File: src/rtl/bin2bcd_seq.sv
// bin2bcd_seq: sequential double-dabble binary to 4-digit BCD converter, one bit per clock.
// Optional BIN2BCD_CLAMP_EN: saturate bcd to 9999 on overflow instead of keeping the low four digits.
module bin2bcd_seq #(
    parameter int IN_W = 16
) (
    input  logic            clk,
    input  logic            rst,
    input  logic            start,
    input  logic [IN_W-1:0] bin,
    output logic            busy,
    output logic            done,
    output logic [15:0]     bcd,
    output logic            ovf,
    output logic            valid
);
    localparam int CW = $clog2(IN_W);
    typedef enum logic [1:0] {IDLE, SHIFT, DONE} state_t;
    state_t          state;
    logic [CW-1:0]   cnt;
    logic [19:0]     scratch;
    logic [IN_W-1:0] operand;
    logic [19:0]     adj;
    logic [19:0]     nxt;
    logic            ovf_n;
    logic [15:0]     bcd_n;
    always_comb begin
        adj = '0;
        for (int d = 0; d < 5; d++)
            adj[4*d +: 4] = (scratch[4*d +: 4] >= 4'd5) ? scratch[4*d +: 4] + 4'd3 : scratch[4*d +: 4];
        nxt   = {adj[18:0], operand[IN_W-1]};
        ovf_n = |nxt[19:16];
`ifdef BIN2BCD_CLAMP_EN
        bcd_n = ovf_n ? 16'h9999 : nxt[15:0];
`else
        bcd_n = nxt[15:0];
`endif
    end
    assign busy = (state == SHIFT);
    always_ff @(posedge clk or posedge rst) begin
        if (rst) begin
            state   <= IDLE;
            cnt     <= '0;
            scratch <= '0;
            operand <= '0;
            bcd     <= '0;
            ovf     <= 1'b0;
            done    <= 1'b0;
            valid   <= 1'b0;
        end else begin
            done <= 1'b0;
            case (state)
                IDLE, DONE: begin
                    if (start) begin
                        operand <= bin;
                        scratch <= '0;
                        cnt     <= '0;
                        state   <= SHIFT;
                    end else begin
                        state <= IDLE;
                    end
                end
                SHIFT: begin
                    scratch <= nxt;
                    operand <= operand << 1;
                    cnt     <= cnt + 1'b1;
                    // last operand bit shifted in: publish result on this same edge
                    if (cnt == CW'(IN_W - 1)) begin
                        bcd   <= bcd_n;
                        ovf   <= ovf_n;
                        done  <= 1'b1;
                        valid <= 1'b1;
                        state <= DONE;
                    end
                end
                default: state <= IDLE;
            endcase
        end
    end
endmodule

File: config.mk
export PLATFORM = sky130hd
export DESIGN_NAME = bin2bcd_seq
export DESIGN_NICKNAME = d
export VERILOG_FILES = /design/src/rtl/bin2bcd_seq.sv
export SDC_FILE = /design/constraint.sdc
export NUM_CORES = 1
export LEC_CHECK = 0
export CAP_MARGIN = 40
export CORE_MARGIN = 4
export CORE_UTILIZATION = 40
export CTS_CLUSTER_DIAMETER = 150
export DETAILED_ROUTE_END_ITERATION = 16
export GPL_TIMING_DRIVEN = 1
export PLACE_DENSITY = 0.59
export SLEW_MARGIN = 40
export SYNTH_ARGS = -nofsm -noshare
export SYNTH_HDL_FRONTEND = slang
export SYNTH_SLANG_ARGS = --single-unit
File: constraint.sdc
create_clock -name clk -period 2.6 [get_ports clk]
set_clock_uncertainty 0.15 [all_clocks]
set_input_delay 0.26 -clock clk [delete_from_list [all_inputs] [get_ports clk]]
set_output_delay 0.26 -clock clk [all_outputs]
set_load 0.05 [all_outputs]
# == Word level (Yosys, flattened, before mapping) ==
# Cells that the tools add are included.
# word_totals
register_bits,61
# classes
eq_ne,5
n_reduce_logical,6
muxes,16
n_lt_le_gt_ge,5
addsub,6
# ops
operator,count
$pmux 20 s2,1
$pmux 16 s2,1
$ge 4x3->1 const B,5
$mux 20,1
$mux 4,5
$add 4x2->4 const B,4
$mux 16,1
$pmux 4 s2,1
$add 4x1->4 const B,1
$eq 4x4->1 const B,1
$pmux 2 s2,1
$reduce_and 2->1,2
$reduce_or 4->1,1
$add 3x2->3 const B,1
$mux 1,3
$mux 3,1
$eq 2x1->1 const B,1
$eq 2x2->1 const B,1
$logic_not 2->1,1
$mux 2,1
$ne 2x1->1 const B,1
$ne 2x2->1 const B,1
$reduce_bool 2->1,1
$reduce_or 2->1,1

# == Depth between registers and ports, before layout ==
# logic_depth
depth_word,4
depth_mapped,8
ltp_nobuf,6

# == Worst setup path before layout ==
# No wires, ideal clock.
# synth_path
path_kind,register to register
from,register scratch[16]
to,register ovf
stages_incl_launch_ff,6
arrival_ns,1.366
period_less_slack_ns,1.645
path_slack_ns,0.955
path_buffers,0
cell_sequence,dfrtp_1 -> ha_1 -> nand2b_1 -> a211o_1 -> a221oi_2 -> a31oi_1
# synth_between
elab_chain_cells,3
elab_cells_between_ends,4
cone_classes,add/sub: 1; order compare: 1; mux: 1; reduce/logical: 1
# synth_rtl
item,line,text
start: declaration,20,logic [19:0] scratch;
start signal: assignment,63,scratch <= nxt;
$ge 4x3->1 or $add 3x2->3 (tied branches),29,adj[4*d +: 4] = (scratch[4*d +: 4] >= 4'd5) ? scratch[4*d +: 4] + 4'd3 : scratch[4*d +: 4];
$mux 3 *,29,
$reduce_or 4->1 *,31,ovf_n = |nxt[19:16];
end signal: assignment,69,ovf <= ovf_n;
end: declaration,13,"output logic ovf,"
# Every way passes the cells marked *; elsewhere a longest branch is shown, timed or not.
# A chain may end at the register's enable or synchronous reset.

# == Final worst setup path ==
# layout_path
from,register bcd[0]
to,output port bcd[0]
# layout_lines
item,line,text
start: declaration,12,"output logic [15:0] bcd,"
start signal: assignment,68,bcd <= bcd_n;
# No word-level cell between the ends.

==> impl_metrics.yaml <==
timing:
  final_hold_viol_count: 0
  worstMarginPinSlew_ns: 0.5210
  final_max_slew_viol_count: 0
  fin_crit_sh_pct: 73.50
  rsz0062_at_grt: "false"
  setup_viol: 0
  period_minus_slack_ns: 1.911
  final.setup.tns_ns: 0
  maxSlewHeadroom_pct: 65.27
  setup_ws_ns: 0.6890
  fmax_mhz: 523.3
synthesis:
  postSynthCellCount: 270
  synth_fp_nets: 300
  synth_compound_area_share_pct: 16.71
  ys_seq_area_share_pct: 53.09
  synth_top_family_by_area: "compound AO/OA/AOI/OAI gates"
  syn_area_per_cell_sq_um: 10.65
  synth_adder_area_share_pct: 4.787
  ys.flop_type: "dfrtp_1"
  synthSimpleGateAreaFrac_pct: 14.23
  ys_ff_latch: 61
  syn_area_sq_um: 2875
  synthXorXnorAreaFrac_pct: 1.218
  synth.distinct_cells: 37
  synth_async_sr_flop_share_pct: 100.0
  synth_edf_count: 0
  ys_warn_count: 0
  synth_mux_area_share_pct: 5.309
placement:
  portBuffers: 38
  place_inst: 398
  hpwlAfterDp_mm: 3.686
  dp_slack_ns: 0.7722
  gp_congestion: 0.7599
pwr:
  power_mw: 4.948
  leakage_nw: 1.628
  vdd_drop_max_mv: 0.5976
  power_density_nw_per_um2: 1374
global_routing:
  grt_max_degree: 44
  grt_antenna_before_repair: 0
  grt-ovfl-total: 0
  grt_pass1_vias: 2068
  grt_pass1_wl_mm: 9.708
  grtUsageMet3_pct: 5.199
  grtUsageTotal_pct: 14.31
  met1_usage_pct: 18.41
  met2_usage_pct: 22.86
  top_usage_layer: "met2"
critical_path:
  reg2reg_slack_ns: 0.79
  crit_path_end_kind: "primary output"
  crit_type: "flip-flop to primary output"
  critPathRequiredTime_ns: 2.19
  cp.arrival_ns: 1.50
  cp_slowest_cell: "clkdlybuf4s50_1"
  slowest_delay_ns: 0.81
  worstSetupStartpointType: "flip-flop"
  cp_cell_sequence: "clkdlybuf4s50_1"
  crit_buf_inv: 1
  cp_top_family: "buffers and inverters"
  worstPathMaxFanout: 2
floorplan:
  die_w_microns: 92.78
  num_rows: 30
  io_pins: 39
  die_area_sq_um: 8608
  die_h_microns: 92.78
  start_util_pct: 41.63
  core_area_sq_um: 6907
clock_tree:
  cts_setup_buffers: 0
  hold_buffers: 0
  clockBufferDepth: 2
  cts_max_level: 3
  cts_num_sinks: 61
  cts_resized: 0
  clk_latency_ns: 0.34
  path_clk_slew_ns: 0.07
  cts_tree: "done"
  root_buffer: "clkbuf_8"
  cts_buffers: 9
drt:
  first_pass_iters: 4
  postRouteAntennaNets: 0
  wire_per_inst_microns: 13.29
  via_per_inst: 5.080
  drtIter0Drc: 100
  drc: 0
  vias: 2103
  wirelength_mm: 5.502
layout:
  nets: 343
  final_common_cell: "dfrtp_1"
  final_util_pct: 52.14
  final_cell_mix: "dfrtp_1 (61), nand2_1 (42), clkdlybuf4s50_1 (37), o21ai_0 (17)"
  antenna_cells: 0
  instances_no_fill: 414
  area_growth_pct: 25.24
  drive_gt1_share_pct: 14.47
hold_path:
  hold_path_class: "input port to async pin"
job:
  max_cap_viol_count: 0
status:
  status: "complete, no violations"
-- where the power goes --
group	leakage (nW)	switching (mW)	internal, mW
Clock	0.112	0.372	0.564
Combinational	0.746	1.33	0.985
Sequential	0.770	0.333	1.37
Total	1.63	2.03	2.92
-- area by class of cell --
class / count / area [sq um]
flip-flops and latches: 61 / 1526
well taps: 96 / 120.1
clock buffers: 10 / 137.6
repair buffers: 45 / 467.9
fillers: 645 / 3306
multi-input cells: 184 / 1215
clock inverters: 6 / 86.33
inverters: 12 / 47.55
-- path summary, 6_finish.rpt --
kind                            cells after the start                  from                      end
max in group asynchronous                           3                   rst  scratch[17]$_DFFE_PP0P_
worst max register to register                      3  state[1]$_DFFE_PP0P_       bcd[9]$_DFFE_PP0P_
worst min-delay path                                2                   rst   operand[2]$_DFFE_PP0P_
worst max-delay path                                1    bcd[0]$_DFFE_PP0P_                   bcd[0]
min in group clk                                    1     valid$_DFFE_PP0P_        valid$_DFFE_PP0P_
worst min register to register                      1     valid$_DFFE_PP0P_        valid$_DFFE_PP0P_
-- through the flow --
step / hold WS (ns) / instance area [sq um]
global placement: 0.3023 / 3377
global route: 0.1188 / 3601
CTS: 0.09757 / 3601
detailed placement: 0.3081 / 3377
finish: 0.09606 / 3601
floorplan: 0.2381 / 2875
-- cell families after synthesis --
| group | count (synthesis) |
|---|---|
| AND/OR/NAND/NOR | 83 |
| XOR/XNOR | 4 |
| AO/OA/AOI/OAI | 72 |
| multiplexers | 14 |
| buffers and inverters | 25 |
| adder cells (fa/ha/maj) | 11 |
| flip-flops | 61 |
-- synth_stat cells, types with 2 or more instances --
cell type	count	area (sq um)
nand3_1	3	15.01
buf_6	3	33.78
buf_2	6	30.03
nor3b_1	8	60.06
buf_4	2	15.01
mux2i_1	4	40.04
nor2_1	11	41.29
inv_1	11	41.29
mux2_2	10	112.6
a31oi_1	2	12.51
a21oi_2	4	35.03
ha_1	11	137.6
dfrtp_1	61	1526
a22o_1	11	96.34
nor3_1	4	20.02
a21oi_1	15	75.07
nand2_1	42	157.7
o21ai_0	17	85.08
xnor2_1	4	35.03
clkbuf_1	2	7.510
nand2b_1	6	37.54
a22oi_1	15	112.6
a21o_1	2	15.01
o21ai_1	3	15.01
-- state kept, by name, indices dropped and copies added, names as in the netlist --
signal and count:
done 1, state 2, operand 16, bcd 16, valid 1, ovf 1
scratch 20, cnt 4
-- metal layers --
| layer | share of wire [%] | wire length, microns |
|---|---|---|
| met5 | 0 | 0 |
| met4 | 1.1 | 63 |
| met1 | 45 | 2498 |
| met3 | 5.8 | 317 |
| met2 | 48 | 2621 |
Power figures use the tool's default switching activity.
